`src/rtl/ct_idu_id_fence_split_ctrl_if.sv`:
```
// ID-stage to fence/split sequencer signal bundle: decode inputs, RTU status and uop outputs.
// master drives the ID/RTU/IR side, slave is the sequencer itself.
interface ct_idu_id_fence_split_ctrl_if #(
  parameter int unsigned IDX_W = 2
);
  logic             id_inst_vld;
  logic             id_inst_fence;
  logic             id_inst_split;
  logic [IDX_W-1:0] id_split_cnt;
  logic             ir_id_stall;
  logic             rtu_idu_rob_empty;
  logic             rtu_idu_fence_cmplt;
  logic             rtu_idu_flush;
  logic             idu_uop_vld;
  logic [IDX_W-1:0] idu_uop_idx;
  logic             idu_uop_last;
  logic             idu_uop_fence;
  logic             idu_id_stall;
  logic             idu_ctrl_busy;

  modport master (
    output id_inst_vld, id_inst_fence, id_inst_split, id_split_cnt, ir_id_stall,
           rtu_idu_rob_empty, rtu_idu_fence_cmplt, rtu_idu_flush,
    input  idu_uop_vld, idu_uop_idx, idu_uop_last, idu_uop_fence, idu_id_stall,
           idu_ctrl_busy
  );

  modport slave (
    input  id_inst_vld, id_inst_fence, id_inst_split, id_split_cnt, ir_id_stall,
           rtu_idu_rob_empty, rtu_idu_fence_cmplt, rtu_idu_flush,
    output idu_uop_vld, idu_uop_idx, idu_uop_last, idu_uop_fence, idu_id_stall,
           idu_ctrl_busy
  );
endinterface

```
`src/rtl/ct_idu_id_fence_split_ctrl.sv`:
```
// ID-stage sequencer: splits long instructions into micro-ops and serialises fences
// against an empty ROB, holding younger instructions until the fence retires.
module ct_idu_id_fence_split_ctrl #(
  parameter int unsigned SPLIT_MAX = 4,
  parameter int unsigned IDX_W     = $clog2(SPLIT_MAX)
) (
  input logic                         cpuclk,
  input logic                         cpurst_b,
  ct_idu_id_fence_split_ctrl_if.slave bus
);

  typedef enum logic [1:0] {StIdle, StSplit, StFwait, StFdrain} state_e;

  state_e           state_q, state_d;
  logic [IDX_W-1:0] cnt_q, cnt_d;
  logic [IDX_W-1:0] lat_q, lat_d;

  logic             uop_vld;
  logic [IDX_W-1:0] uop_idx;
  logic             uop_last;
  logic             uop_fence;
  logic             id_stall;
  logic             accept;
  logic             split_start;

  assign split_start = bus.id_inst_split && (bus.id_split_cnt != '0);

  always_ff @(posedge cpuclk or negedge cpurst_b) begin
    if (!cpurst_b) begin
      state_q <= StIdle;
      cnt_q   <= '0;
      lat_q   <= '0;
    end else begin
      state_q <= state_d;
      cnt_q   <= cnt_d;
      lat_q   <= lat_d;
    end
  end

  always_comb begin
    state_d = state_q;
    cnt_d   = cnt_q;
    lat_d   = lat_q;
    unique case (state_q)
      StIdle: begin
        if (bus.id_inst_vld && bus.id_inst_fence) begin
          state_d = StFwait;
        end else if (bus.id_inst_vld && split_start && accept) begin
          state_d = StSplit;
          cnt_d   = IDX_W'(1);
          lat_d   = bus.id_split_cnt;
        end
      end
      StSplit: begin
        if (accept) begin
          if (uop_last) begin
            state_d = StIdle;
            cnt_d   = '0;
          end else begin
            cnt_d = cnt_q + IDX_W'(1);
          end
        end
      end
      StFwait: begin
        if (accept) state_d = StFdrain;
      end
      StFdrain: begin
        if (bus.rtu_idu_fence_cmplt) state_d = StIdle;
      end
      default: state_d = StIdle;
    endcase
    // Flush beats any accept or fence completion seen in the same cycle.
    if (bus.rtu_idu_flush) begin
      state_d = StIdle;
      cnt_d   = '0;
    end
  end

  always_comb begin
    uop_vld   = 1'b0;
    uop_idx   = '0;
    uop_last  = 1'b0;
    uop_fence = 1'b0;
    id_stall  = 1'b0;
    unique case (state_q)
      StIdle: begin
        if (bus.id_inst_vld) begin
          if (bus.id_inst_fence) begin
            id_stall = 1'b1;
          end else if (split_start) begin
            uop_vld  = 1'b1;
            id_stall = 1'b1;
          end else begin
            uop_vld  = 1'b1;
            uop_last = 1'b1;
            id_stall = bus.ir_id_stall;
          end
        end
      end
      StSplit: begin
        uop_vld  = 1'b1;
        uop_idx  = cnt_q;
        uop_last = (cnt_q == lat_q);
      end
      StFwait: begin
        uop_vld   = bus.rtu_idu_rob_empty;
        uop_last  = 1'b1;
        uop_fence = 1'b1;
      end
      StFdrain: id_stall = 1'b1;
      default: ;
    endcase
    if (bus.rtu_idu_flush) uop_vld = 1'b0;
    accept = uop_vld && !bus.ir_id_stall;
    if (state_q == StSplit) id_stall = !(uop_last && accept);
    if (state_q == StFwait) id_stall = !accept;
  end

  // Outputs are forced low for the whole reset assertion, not just from the next edge.
  assign bus.idu_uop_vld   = cpurst_b && uop_vld;
  assign bus.idu_uop_idx   = cpurst_b ? uop_idx : '0;
  assign bus.idu_uop_last  = cpurst_b && uop_last;
  assign bus.idu_uop_fence = cpurst_b && uop_fence;
  assign bus.idu_id_stall  = cpurst_b && id_stall;
  assign bus.idu_ctrl_busy = cpurst_b && (state_q != StIdle);

endmodule

```
`src/flat_wrapper.sv`:
```
// flat-port wrapper written by rule: the top's interface ports become plain ports
module ct_idu_id_fence_split_ctrl_flat 
#(
  parameter int unsigned SPLIT_MAX = 4,
  parameter int unsigned IDX_W     = $clog2(SPLIT_MAX)
)
  (cpuclk, cpurst_b, bus_id_inst_vld, bus_id_inst_fence, bus_id_inst_split, bus_id_split_cnt, bus_ir_id_stall, bus_rtu_idu_rob_empty, bus_rtu_idu_fence_cmplt, bus_rtu_idu_flush, bus_idu_uop_vld, bus_idu_uop_idx, bus_idu_uop_last, bus_idu_uop_fence, bus_idu_id_stall, bus_idu_ctrl_busy);
  ct_idu_id_fence_split_ctrl_if #(.IDX_W(IDX_W)) bus_i ();
  input logic cpuclk;
  input logic cpurst_b;
  input wire logic [$bits(bus_i.id_inst_vld)-1:0] bus_id_inst_vld;
  input wire logic [$bits(bus_i.id_inst_fence)-1:0] bus_id_inst_fence;
  input wire logic [$bits(bus_i.id_inst_split)-1:0] bus_id_inst_split;
  input wire logic [$bits(bus_i.id_split_cnt)-1:0] bus_id_split_cnt;
  input wire logic [$bits(bus_i.ir_id_stall)-1:0] bus_ir_id_stall;
  input wire logic [$bits(bus_i.rtu_idu_rob_empty)-1:0] bus_rtu_idu_rob_empty;
  input wire logic [$bits(bus_i.rtu_idu_fence_cmplt)-1:0] bus_rtu_idu_fence_cmplt;
  input wire logic [$bits(bus_i.rtu_idu_flush)-1:0] bus_rtu_idu_flush;
  output wire logic [$bits(bus_i.idu_uop_vld)-1:0] bus_idu_uop_vld;
  output wire logic [$bits(bus_i.idu_uop_idx)-1:0] bus_idu_uop_idx;
  output wire logic [$bits(bus_i.idu_uop_last)-1:0] bus_idu_uop_last;
  output wire logic [$bits(bus_i.idu_uop_fence)-1:0] bus_idu_uop_fence;
  output wire logic [$bits(bus_i.idu_id_stall)-1:0] bus_idu_id_stall;
  output wire logic [$bits(bus_i.idu_ctrl_busy)-1:0] bus_idu_ctrl_busy;
  assign bus_i.id_inst_vld = bus_id_inst_vld;
  assign bus_i.id_inst_fence = bus_id_inst_fence;
  assign bus_i.id_inst_split = bus_id_inst_split;
  assign bus_i.id_split_cnt = bus_id_split_cnt;
  assign bus_i.ir_id_stall = bus_ir_id_stall;
  assign bus_i.rtu_idu_rob_empty = bus_rtu_idu_rob_empty;
  assign bus_i.rtu_idu_fence_cmplt = bus_rtu_idu_fence_cmplt;
  assign bus_i.rtu_idu_flush = bus_rtu_idu_flush;
  assign bus_idu_uop_vld = bus_i.idu_uop_vld;
  assign bus_idu_uop_idx = bus_i.idu_uop_idx;
  assign bus_idu_uop_last = bus_i.idu_uop_last;
  assign bus_idu_uop_fence = bus_i.idu_uop_fence;
  assign bus_idu_id_stall = bus_i.idu_id_stall;
  assign bus_idu_ctrl_busy = bus_i.idu_ctrl_busy;
  ct_idu_id_fence_split_ctrl #(.SPLIT_MAX(SPLIT_MAX), .IDX_W(IDX_W)) u_core (.cpuclk(cpuclk), .cpurst_b(cpurst_b), .bus(bus_i));
endmodule
```
`config.mk`:
```
export PLATFORM = sky130hd
export DESIGN_NAME = ct_idu_id_fence_split_ctrl_flat
export DESIGN_NICKNAME = d
export VERILOG_FILES = /design/src/rtl/ct_idu_id_fence_split_ctrl_if.sv /design/src/rtl/ct_idu_id_fence_split_ctrl.sv /design/src/flat_wrapper.sv
export SDC_FILE = /design/constraint.sdc
export NUM_CORES = 1
export LEC_CHECK = 0
export BUFFER_PORTS_ARGS = -buffer_cell sky130_fd_sc_hd__buf_2
export CAP_MARGIN = 20
export CORE_MARGIN = 2
export CORE_UTILIZATION = 25
export DETAILED_ROUTE_END_ITERATION = 16
export GPL_ROUTABILITY_DRIVEN = 0
export SYNTH_ARGS = -nofsm -noshare
export SYNTH_HDL_FRONTEND = slang
export SYNTH_SLANG_ARGS = --single-unit
```
`constraint.sdc`:
```
create_clock -name cpuclk -period 5.2 [get_ports cpuclk]
set_clock_uncertainty 0.15 [all_clocks]
set_input_delay 0.26 -clock cpuclk [delete_from_list [all_inputs] [get_ports cpuclk]]
set_output_delay 0.26 -clock cpuclk [all_outputs]
set_load 0.03 [all_outputs]
```
---- Word level (Yosys, flattened, before mapping) ----
Cells that the tools add are included.
cells by class
  multiplexer cells ....................... 30
  $add $sub $neg .......................... 1
  reductions and logical operators ........ 21
  eq/ne operators ......................... 11
  bitwise operators ....................... 1
operators by type and width
  cell                                                    number
  two-way mux 2 bit                                       13
  two-way mux 1 bit                                       12
  inequality test 3 x 2 -> 1 bit (second input constant)  4
  logical AND 1 bit                                       11
  one-hot mux 2 bit (4 select lines)                      1
  inequality test 3 bit (second input constant)           2
  one-hot mux 1 bit (3 select lines)                      2
  AND reduction 5 bit                                     1
  == test 2 bit (second input constant)                   2
  inequality test 4 x 2 -> 1 bit (second input constant)  1
  one-hot mux 2 bit (2 select lines)                      1
  AND reduction 4 bit                                     1
  nonzero test 2 bit                                      2
  logical NOT 1 bit                                       3
  AND reduction 3 bit                                     1
  nonzero test 3 bit                                      1
  adder 2 x 1 -> 2 bit (second input constant)            1
  == test 2 x 1 -> 1 bit (second input constant)          1
  == test 2 bit                                           1
  logical NOT 2 bit                                       1
  one-hot mux 1 bit (2 select lines)                      1
  NOT 1 bit                                               1
storage, ports and cells
  input bits .............................. 11
  output and inout port bits .............. 7
  flip-flop bits (word level) ............. 6
  logic and storage cells ................. 67

---- Logic depth before layout (Yosys ltp) ----
Gate-level depths: netlist of run 1.
  depth in word-level cells ............... 11
  gate-level depth with buffers ........... 8
  depth with buffers taken out ............ 7

---- Least setup slack after synthesis of run 1 ----
No wires, ideal clock.
  path kind ............................... register -> output
  start ................................... register u_core.state_q[0]
  end ..................................... output port bus_idu_id_stall
  cell stages (with the launch flop) ...... 9
  data required time ...................... 4790 ps
  buffers on the path ..................... 1
  slack ................................... 2963 ps
  data arrival time ....................... 1827 ps
  cells stage by stage .................... dfrtp_1 > inv_1 > ha_1 > and3b_1 > buf_6 > a221oi_4 > nor2_1 > a21oi_1 > o311a_1
on the way
  word-level cells in the longest chain between the ends .. 9
  elaborated cells on any way between the ends .. 15
  those cells by class .................... eq/ne: 3; mux: 6; reduce/logical: 6
ends and longest elaborated chain
  what                                   RTL line                                                             source
  start: declaration                     ct_idu_id_fence_split_ctrl.sv:14                                     state_e state_q, state_d;
  start signal: assignment               ct_idu_id_fence_split_ctrl.sv:30                                     state_q <= StIdle;
  start signal: assignment               ct_idu_id_fence_split_ctrl.sv:34                                     state_q <= state_d;
  == test 2 bit (tied with other cells)  ct_idu_id_fence_split_ctrl.sv:85, ct_idu_id_fence_split_ctrl.sv:116
  one-hot mux 1 bit (3 select lines)     ct_idu_id_fence_split_ctrl.sv:85                                     unique case (state_q)
  two-way mux 1 bit                      ct_idu_id_fence_split_ctrl.sv:113                                    if (bus.rtu_idu_flush) uop_vld = 1'b0;
  logical AND 1 bit                      ct_idu_id_fence_split_ctrl.sv:114                                    accept = uop_vld && !bus.ir_id_stall;
  logical AND 1 bit                      ct_idu_id_fence_split_ctrl.sv:115                                    if (state_q == StSplit) id_stall = !(uop_last && accept);
  logical NOT 1 bit                      ct_idu_id_fence_split_ctrl.sv:115
  two-way mux 1 bit                      ct_idu_id_fence_split_ctrl.sv:115
  two-way mux 1 bit *                    ct_idu_id_fence_split_ctrl.sv:116                                    if (state_q == StFwait) id_stall = !accept;
  logical AND 1 bit *                    ct_idu_id_fence_split_ctrl.sv:124                                    assign bus.idu_id_stall = cpurst_b && id_stall;
  end: declaration                       flat_wrapper.sv:23                                                   output wire logic [$bits(bus_i.idu_id_stall)-1:0] bus_idu_id_stall;
Mark *: on every way between the ends. The rest lies on a longest branch, timed or not.

---- Worst setup path after layout of run 1 ----
Same ends and word-level chain as after synthesis.

==> results of run 1 <==
flip-flops by register name, summed over array words and instances (netlist names):
signal,flops
u_core.cnt_q,2
u_core.lat_q,2
u_core.state_q,2
per-layer routing:
metal | GRT usage [%] | routed length, um
met4 | 3.136 | 0
met5 | 0 | 0
met3 | 5.116 | 97
met1 | 13.92 | 821
met2 | 15.82 | 669
cells in the final DEF, fill, tap and decap left out, drive strengths merged:
cell type	Yosys	routed
buf	3	17
nor2	9	9
nand2	7	7
a21oi	6	6
dfrtp	6	6
ha	5	5
nand2b	4	4
o21ai	4	4
inv	3	3
nand3	3	3
clkbuf	0	3
o211ai	3	3
and3	2	2
xnor2	2	2
o211a	2	2
a22o	2	2
o31ai	2	2
a21o	2	2
nor3	2	2
and3b	1	1
and2	1	1
a221oi	1	1
a31oi	1	1
o311a	1	1
and2b	1	1
nor2b	1	1
mux2i	1	1
and4b	1	1
o32a	1	1
mux2	1	1
dlygate4sd3	0	1
through the flow:
step / instances / power (mW) / area (um^2) / hold WS, ns
after floorplan: 78 / 0.2923 / 670.6 / -0.1856
after CTS: 126 / 0.3822 / 795.8 / 0.1470
after global routing: 126 / 0.4121 / 795.8 / 0.1552
after global placement: 122 / 0.3323 / 763.2 / -0.02418
final: 126 / 0.3793 / 795.8 / 0.1535
after detailed placement: 122 / 0.3343 / 763.2 / -0.02408
layout make-up:
class	instances	area share, %
Sequential cell	6	18.87
Clock buffer	3	2.830
Tap cell	30	4.717
Multi-Input combinational cell	66	60.22
Timing Repair Buffer	18	11.95
Inverter	3	1.415
cells by family (layout without fill, tap and decap cells):
| group | Yosys count | in the layout |
|---|---|---|
| simple gates | 32 | 32 |
| flops | 6 | 6 |
| fa+ha+maj | 5 | 5 |
| compound gates | 25 | 25 |
| buf+inv | 6 | 24 |
| xor+xnor | 2 | 2 |
| mux | 2 | 2 |
worst paths after layout:
path                       slack [ns]                 to
min reg2reg                      0.38    u_core.lat_q[1]
min                              0.15    u_core.lat_q[1]
min in group asynchronous        0.25    u_core.cnt_q[0]
max                              2.53   bus_idu_id_stall
max in group asynchronous        4.45    u_core.lat_q[0]
max reg2reg                      2.99  u_core.state_q[1]
report_power, final:
part           total (mW)  internal, mW  leakage (nW)  switching [mW]
combinational       0.255         0.106         0.301           0.149
clock              0.0430        0.0261        0.0138          0.0169
sequential         0.0812        0.0644        0.0788          0.0168
total               0.379         0.197         0.394           0.183
==> impl_metrics.csv, run 1 <==
group,metric,value,unit
logic_synthesis,synth_most_common_cell,"nor2_1",
logic_synthesis,syn_nets,94,
global_routing,antenna_found_initial,0,
drt,dr_total_vias,635,
sta,slew_violations,0,
clock_tree,clock-sinks,6,
cells_and_area,syn_to_final_growth,18.66,%
logic_synthesis,synth-seq-cells,6,
setup_path,critical_path_depth,8,
setup_path,path_buf_inv,2,
logic_synthesis,postSynthCellCount,78,
die,row_count,18,
setup_path,max_stage_delay,0.39,ns
cells_and_area,drive_gt1_share,28.13,%
clock_tree,htreeDepth,1,
global_routing,grt_first_pass_wirelength,2670,um
sta,rsz0062_at_grt,"false",
drt,drt_iter0_drc,5,
setup_path,endpoint_kind,"output port",
sta,finalHoldViolCount,0,
clock_tree,post_cts_buffers,0,
setup_path,arrival,2.26,ns
logic_synthesis,synth_top_family_by_area,"compound AO/OA/AOI/OAI gates",
cells_and_area,register_area,150.1,um^2
logic_synthesis,synth-adder-area-share,9.328,%
logic_synthesis,synth_flop_cell,"dfrtp_1",
power,powerDensity,476.7,nW/um^2
setup_path,startpoint,"u_core.state_q[0]",
clock_tree,numCtsBuffers,3,
logic_synthesis,synth_edf_count,0,
logic_synthesis,yosysTopAreaCellShare,22.39,%
logic_synthesis,synth_top_cell_by_area,"dfrtp_1",
setup_path,critical_path_class,"reg -> out",
global_routing,grt_max_degree,13,
logic_synthesis,synth-compound-area-share,30.97,%
setup_path,crit_chain,"inv_1 -> ha_1 -> and3b_1 -> a221oi_4 -> nor2_1 -> a21oi_1 -> o311a_1 -> buf_2",
cells_and_area,diodes,0,
logic_synthesis,synth-simple-area-share,24.81,%
logic_synthesis,synth_area_leaders,"dfrtp_1 22%, ha_1 9.3%, nor2_1 5.0%",
clock_tree,clkTransAtPathRegs,0.05,ns
sta,finalWorstSetupSlack,2.533,ns
run,maxCapViolCount,0,
drt,routedWlPerCell,12.61,um
clock_tree,cts_resized,0,
setup_path,r2r_start,"u_core.state_q[0]",
setup_path,cp.required,4.79,ns
cells_and_area,finish.utilization,31.83,%
global_routing,grt_usage,10.76,%
die,dieArea,3113,um^2
die,io_pins,18,
drt,drt-pass1-iter-count,4,
hold_path,hold_class,"in -> reg",
hold_path,hp-start,"bus_id_split_cnt[1]",
placement,portBuffers,17,
power,peakVddDrop,0.2140,mV
sta,maxSlewHeadroom,76.23,%
global_routing,grt_pass1_vias,631,
sta,min_period_over_period,51.29,%
logic_synthesis,synth_warnings,0,
setup_path,cp_max_fo,7,
sta,max_freq,0.3749,GHz
cells_and_area,fillers,271,
die,die_y,55.80,um
placement,dp_hpwl,1234,um
outcome,outcome,"finished, final reports clean",
clock_tree,cts_tree,"done",
logic_synthesis,yosysUniqueCellTypes,35,
sta,setup_violations,0,
setup_path,critPathTopFamily,"compound AO/OA/AOI/OAI gates",
sta,tightest_slew,0.3529,ns
logic_synthesis,seq_area_frac_synth,22.39,%
logic_synthesis,syn_area_per_cell,8.598,um^2
sta,setup_tns,0,ns
drt,viasPerCell,5.040,
setup_path,slowest_stage,"dfrtp_1",
logic_synthesis,synth_mux_area_share,3.731,%
clock_tree,clock_latency,0.25,ns
placement,preCtsSetupSlack,2.809,ns
logic_synthesis,synth_commonest_cells,"9 x nor2_1, 7 x nand2_1, 6 x a21oi_1, 6 x dfrtp_1, 5 x ha_1",
drt,finalWirelength,1589,um
setup_path,start_kind,"flop",
sta,min_period,2.667,ns
hold_path,hold_depth,2,
global_routing,grt-ovfl-total,0,
die,fp.dieW,55.80,um
cells_and_area,nNetsFinal,114,
clock_tree,clockRootBuffer,"clkbuf_4",
power,p_leak,0.3939,nW
logic_synthesis,synthArstFlopShare,100.0,%
clock_tree,postCtsHoldBufs,1,
drt,final_antenna_net_count,0,
setup_path,reg2reg_depth,7,
die,start_util,26.83,%
drt,drc,0,
logic_synthesis,syn_area,670.6,um^2
logic_synthesis,synth_xor_area_share,2.612,%
die,coreArea,2500,um^2
cells_and_area,multi_input_area,479.2,um^2
clock_tree,cts_buffer_depth,2,
No activity file was read; power rests on OpenSTA's default activity.
==> run 2, diff against run 1 <==
--- a/config.mk
+++ b/config.mk
@@ -5,6 +5,7 @@
 export SDC_FILE = /design/constraint.sdc
 export NUM_CORES = 1
 export LEC_CHECK = 0
+export ABC_AREA = 1
 export BUFFER_PORTS_ARGS = -buffer_cell sky130_fd_sc_hd__buf_2
 export CAP_MARGIN = 20
 export CORE_MARGIN = 2
==> constraint.sdc (replaced) <==
create_clock -name cpuclk -period 2.21 [get_ports cpuclk]
set_clock_uncertainty 0.15 [all_clocks]
set_input_delay 0.1105 -clock cpuclk [delete_from_list [all_inputs] [get_ports cpuclk]]
set_output_delay 0.1105 -clock cpuclk [all_outputs]
set_load 0.03 [all_outputs]
==> impl_metrics.csv, run 2 <==
group,metric,value,unit
logic_synthesis,synth-seq-cells,6,
logic_synthesis,synth_area_leaders,"dfrtp_1 22%, nand2_1 18%, inv_1 9.9%",
clock_tree,clkTransAtPathRegs,0.05,ns
setup_path,max_stage_delay,0.42,ns
run,maxCapViolCount,0,
global_routing,grt_first_pass_wirelength,3029,um
power,p_total,1.003,mW
power,peakVddDrop,0.5268,mV
cells_and_area,diodes,0,
logic_synthesis,synth_warnings,0,
sta,min_period_over_period,90.83,%
power,pwr-share-seq,20.2,%
cells_and_area,layout_commonest_cell,"nand2_1",
logic_synthesis,syn_area_per_cell,6.177,um^2
logic_synthesis,synth_most_common_cell,"nand2_1",
logic_synthesis,synth_top_cell_by_area,"dfrtp_1",
sta,maxSlewHeadroom,82.51,%
die,die_y,56.37,um
power,p_leak,0.5030,nW
clock_tree,cts_buffer_depth,2,
sta,hold_slack,0.09101,ns
drt,dr_total_vias,769,
global_routing,grt_max_degree,11,
cells_and_area,fin_area,883.3,um^2
clock_tree,numCtsBuffers,3,
setup_path,critical_path_class,"reg -> out",
setup_path,path_buf_inv,3,
sta,max_freq,0.4982,GHz
logic_synthesis,syn_nets,127,
drt,drt_iter0_drc,20,
setup_path,crit_chain,"inv_2 -> ha_4 -> nand2_1 -> nor2_1 -> a21oi_1 -> nand2_1 -> nand2_2 -> o21ai_1 -> nand2_1 -> nand2_1 -> inv_1 -> buf_2",
cells_and_area,finish.utilization,34.71,%
global_routing,grt_pass1_vias,694,
logic_synthesis,seq_area_frac_synth,21.90,%
power,power.clock.fraction,10.3,%
drt,drc,0,
logic_synthesis,synthArstFlopShare,100.0,%
setup_path,crit_top_cell,"nand2_1",
logic_synthesis,synth_commonest_cells,"32 x nand2_1, 18 x inv_1, 11 x nor2_1",
logic_synthesis,synth_flop_cell,"dfrtp_1",
cells_and_area,fillers,278,
clock_tree,clock_latency,0.25,ns
power,intPower,0.4730,mW
cells_and_area,instances_no_fill,165,
logic_synthesis,yosysUniqueCellTypes,21,
cells_and_area,nNetsFinal,153,
cells_and_area,multi_input_area,467.9,um^2
power,powerDensity,1135,nW/um^2
setup_path,slowest_stage,"dfrtp_1",
placement,dp_hpwl,1384,um
sta,setup_violations,0,
die,start_util,26.94,%
power,p_comb_share,69.5,%
sta,slew_violations,0,
die,io_pins,18,
global_routing,grt_usage,11.99,%
die,coreArea,2545,um^2
setup_path,start_kind,"flop",
drt,finalWirelength,1723,um
die,row_count,18,
power,swShare,52.82,%
cells_and_area,drive_gt1_share,30.37,%
logic_synthesis,yosysTopAreaCellShare,21.90,%
logic_synthesis,syn_area,685.7,um^2
setup_path,arrival,1.75,ns
placement,placed_cells,158,
logic_synthesis,postSynthCellCount,111,
sta,finalWorstSetupSlack,0.2026,ns
cells_and_area,syn_to_final_growth,28.83,%
clock_tree,cts_tree,"done",
placement,place_area,808.3,um^2
drt,routedWlPerCell,10.44,um
clock_tree,clock-sinks,6,
setup_path,endpoint_kind,"output port",
placement,preCtsSetupSlack,0.3290,ns
cells_and_area,largest_registers,"u_core.cnt_q x2, u_core.lat_q x2, u_core.state_q x2",
hold_path,hold_class,"in -> async",
sta,setup_tns,0,ns
sta,finalHoldViolCount,0,
logic_synthesis,synth_edf_count,0,
clock_tree,clockRootBuffer,"clkbuf_4",
outcome,outcome,"finished, final reports clean",
setup_path,cp_max_fo,5,
setup_path,cp.required,1.95,ns
power,p_sw,0.5296,mW
cells_and_area,register_area,150.1,um^2
drt,viasPerCell,4.661,
drt,drt-pass1-iter-count,4,
global_routing,antenna_found_initial,0,
clock_tree,htreeDepth,1,
setup_path,critPathTopFamily,"simple AND/OR/NAND/NOR gates",
global_routing,grt-ovfl-total,0,
sta,min_period,2.007,ns
drt,final_antenna_net_count,0,
sta,tightest_slew,0.2606,ns
die,dieArea,3178,um^2
cells_and_area,mostFrequentLayoutCells,"32 x nand2_1, 17 x buf_2, 16 x inv_1, 11 x nor2_1",
die,fp.dieW,56.37,um
placement,portBuffers,17,
==> run 2: cell count changes in the layout (fill, tap and decap cells not counted), sizes merged, moves of 3 or more <==
| cell | previous run | this run |
|---|---|---|
| nand4 | 0 | 4 |
| nor2 | 9 | 14 |
| o211ai | 3 | 0 |
| nand3 | 3 | 8 |
| nand2b | 4 | 0 |
| nand2 | 7 | 37 |
| inv | 3 | 21 |
==> run 2: cells by family (layout without fill, tap and decap cells) <==
kind of cell	Yosys count	in the layout	share of synthesized area, %
AO/OA/AOI/OAI	12	12	9.855
flip-flops	6	6	21.90
XOR/XNOR	2	2	2.555
adder cells (fa/ha/maj)	5	5	9.124
buffers and inverters	22	46	12.04
AND/OR/NAND/NOR	64	64	44.53
==> run 2: worst paths after layout <==
kind                                   start                end  slack [ns]  depth (start not counted)
max                        u_core.state_q[1]   bus_idu_id_stall        0.20                         12
min                                 cpurst_b    u_core.cnt_q[0]        0.09                          2
max reg2reg                u_core.state_q[0]  u_core.state_q[0]        0.49                          9
min reg2reg                  u_core.lat_q[0]    u_core.lat_q[0]        0.37                          2
max in group asynchronous           cpurst_b    u_core.lat_q[1]        1.64                          2
min in group cpuclk        bus_rtu_idu_flush    u_core.cnt_q[0]        0.13                          4
==> run 2: final cells by class <==
type                       instances  share of cell area [%]
inverter                          22                   9.348
multi-input combinational         83                   52.97
sequential                         6                   17.00
clock buffer                       3                   2.550
tap                               30                   4.249
timing repair buffer              21                   13.88
==> run 2: power groups by stage <==
stage	registers, mW	logic (mW)	clock network (mW)
6_report	0.202	0.697	0.103
5_1_grt	0.209	0.797	0.117
4_1_cts	0.205	0.655	0.109
3_5_place_dp	0.206	0.647	0
3_3_place_gp	0.202	0.644	0
2_1_floorplan	0.194	0.520	0
==> run 2: layer usage <==
metal | vias up | global-route usage [%] | wire (um)
li1 | 395 | - | -
met1 | 347 | 16.50 | 831
met2 | 27 | 17.31 | 763
met3 | 0 | 4.839 | 128
met4 | 0 | 3.061 | 0
met5 | - | 0 | 0
==> run 2: timing repair <==
item | 4_1_cts | 5_1_grt
resized for setup | 0 | 5
endpoints found under the setup margin | 0 | 2
buffers inserted | 0 | 1
hold endpoints to repair | 8 | 0
hold buffers | 3 | 0
==> run 3, diff against run 2 <==
--- a/config.mk
+++ b/config.mk
@@ -6,7 +6,7 @@
 export NUM_CORES = 1
 export LEC_CHECK = 0
 export ABC_AREA = 1
-export BUFFER_PORTS_ARGS = -buffer_cell sky130_fd_sc_hd__buf_2
+export BUFFER_PORTS_ARGS = -buffer_cell sky130_fd_sc_hd__buf_4
 export CAP_MARGIN = 20
 export CORE_MARGIN = 2
 export CORE_UTILIZATION = 25
==> impl_metrics.csv, run 3 (synthesized netlist as in run 2, its figures left out) <==
group,metric,value,unit
placement,dp_hpwl,1363,um
setup_path,start_kind,"flop",
die,start_util,26.94,%
global_routing,antenna_found_initial,0,
clock_tree,clkTransAtPathRegs,0.05,ns
drt,drt-pass1-iter-count,7,
setup_path,max_stage_delay,0.41,ns
hold_path,hold_depth,4,
setup_path,crit_chain,"inv_2 -> ha_4 -> nand2_1 -> nor2_1 -> a21oi_1 -> nand2_1 -> nand2_2 -> o21ai_1 -> nand2_1 -> nand2_1 -> inv_1 -> buf_4",
drt,dr_total_vias,774,
die,row_count,18,
setup_path,critPathTopFamily,"simple AND/OR/NAND/NOR gates",
cells_and_area,diodes,0,
die,io_pins,18,
power,powerDensity,1114,nW/um^2
clock_tree,cts_buffer_depth,2,
outcome,outcome,"finished, final reports clean",
cells_and_area,register_area,150.1,um^2
global_routing,grt_max_degree,11,
power,p_leak,0.5173,nW
sta,min_period_over_period,91.88,%
setup_path,arrival,1.77,ns
cells_and_area,instances_no_fill,166,
sta,tightest_slew,0.2618,ns
setup_path,critical_path_depth,12,
placement,placed_cells,158,
sta,finalHoldViolCount,0,
drt,final_antenna_net_count,0,
hold_path,hold_class,"in -> reg",
cells_and_area,finish.utilization,36.68,%
drt,drt_iter0_drc,14,
global_routing,grt_pass1_vias,745,
setup_path,cp.required,1.95,ns
drt,finalWirelength,1739,um
die,die_y,56.37,um
cells_and_area,largest_registers,"u_core.cnt_q x2, u_core.lat_q x2, u_core.state_q x2",
clock_tree,numCtsBuffers,3,
cells_and_area,fillers,278,
placement,portBuffers,17,
setup_path,slowest_stage,"dfrtp_1",
cells_and_area,syn_to_final_growth,36.13,%
cells_and_area,nNetsFinal,154,
die,fp.dieW,56.37,um
sta,min_period,2.031,ns
clock_tree,cts_tree,"done",
die,dieArea,3178,um^2
global_routing,grt-ovfl-total,0,
setup_path,cp_max_fo,5,
cells_and_area,mostFrequentLayoutCells,"32 x nand2_1, 19 x buf_4, 16 x inv_1, 11 x nor2_1",
global_routing,grt_first_pass_wirelength,3056,um
clock_tree,htreeDepth,1,
cells_and_area,layout_commonest_cell,"nand2_1",
cells_and_area,fin_area,933.4,um^2
setup_path,critical_path_class,"reg -> out",
setup_path,crit_top_cell,"nand2_1",
setup_path,path_buf_inv,3,
cells_and_area,drive_gt1_share,30.88,%
power,peakVddDrop,0.5094,mV
cells_and_area,multi_input_area,467.9,um^2
drt,routedWlPerCell,10.48,um
clock_tree,clockRootBuffer,"clkbuf_4",
global_routing,grt_usage,12.09,%
sta,max_freq,0.4925,GHz
sta,slew_violations,0,
placement,place_area,850.8,um^2
run,maxCapViolCount,0,
clock_tree,clock_latency,0.25,ns
drt,viasPerCell,4.663,
power,p_total,1.040,mW
sta,maxSlewHeadroom,82.43,%
die,coreArea,2545,um^2
sta,setup_violations,0,
clock_tree,clock-sinks,6,
setup_path,reg2reg_depth,11,
setup_path,endpoint_kind,"output port",
drt,drc,0,
## run 3: final timing paths
path | startpoint | endpoint | slack, ns
worst max-delay path | u_core.state_q[0] | bus_idu_id_stall | 0.18
worst min-delay path | bus_rtu_idu_flush | u_core.cnt_q[0] | 0.06
worst max register to register | u_core.state_q[0] | u_core.state_q[0] | 0.42
worst min register to register | u_core.lat_q[0] | u_core.lat_q[0] | 0.37
max in group asynchronous | cpurst_b | u_core.lat_q[0] | 1.70
min in group asynchronous | cpurst_b | u_core.cnt_q[0] | 0.07
## run 3: stage by stage
stage	setup WS [ns]	hold WS (ns)	setup TNS [ns]
after global routing	-0.007935	0.09089	-0.007935
final	0.1794	0.06081	0
after floorplan	0.4755	-0.3351	0
after detailed placement	0.3255	-0.2084	0
after CTS	0.04743	0.05292	0
after global placement	0.4016	-0.2097	0
## run 3: repair_timing
action,in CTS,in global routing
hold buffers,3,0
resized for setup,0,5
hold endpoints to repair,8,0
buffers inserted,0,2
setup endpoints to repair,0,1
## run 3: per-layer routing
layer	track usage, %	up-vias	wire length [um]	share of wire [%]
met2	18.49	31	766	44
met1	15.69	339	814	47
met5	0	-	0	0
li1	-	397	-	-
met4	4.082	0	38	2.2
met3	4.378	7	121	7.0
## run 3: power by group
group	total [mW]	switching, mW	internal, mW	leakage [nW]
clock	0.106	0.0445	0.0617	0.0138
sequential	0.205	0.0468	0.158	0.0754
combinational	0.729	0.444	0.285	0.428
## run 3: layout make-up
type                            instances  area share, %
Inverter                               22          8.847
Multi-Input combinational cell         83          50.13
Tap cell                               30          4.021
Sequential cell                         6          16.09
Timing Repair Buffer                   22          18.50
Clock buffer                            3          2.413
## run 3: worst register-to-register path, stage by stage, from the launching register on
cell	delay, ns
dfrtp_1	0.41
inv_2	0.12
ha_1	0.29
a21oi_2	0.09
nand2_2	0.10
nand3_4	0.10
nand2_1	0.08
nand2_1	0.06
nand2_2	0.08
nand3_2	0.07
nand2_1	0.07
nand2_1	0.06
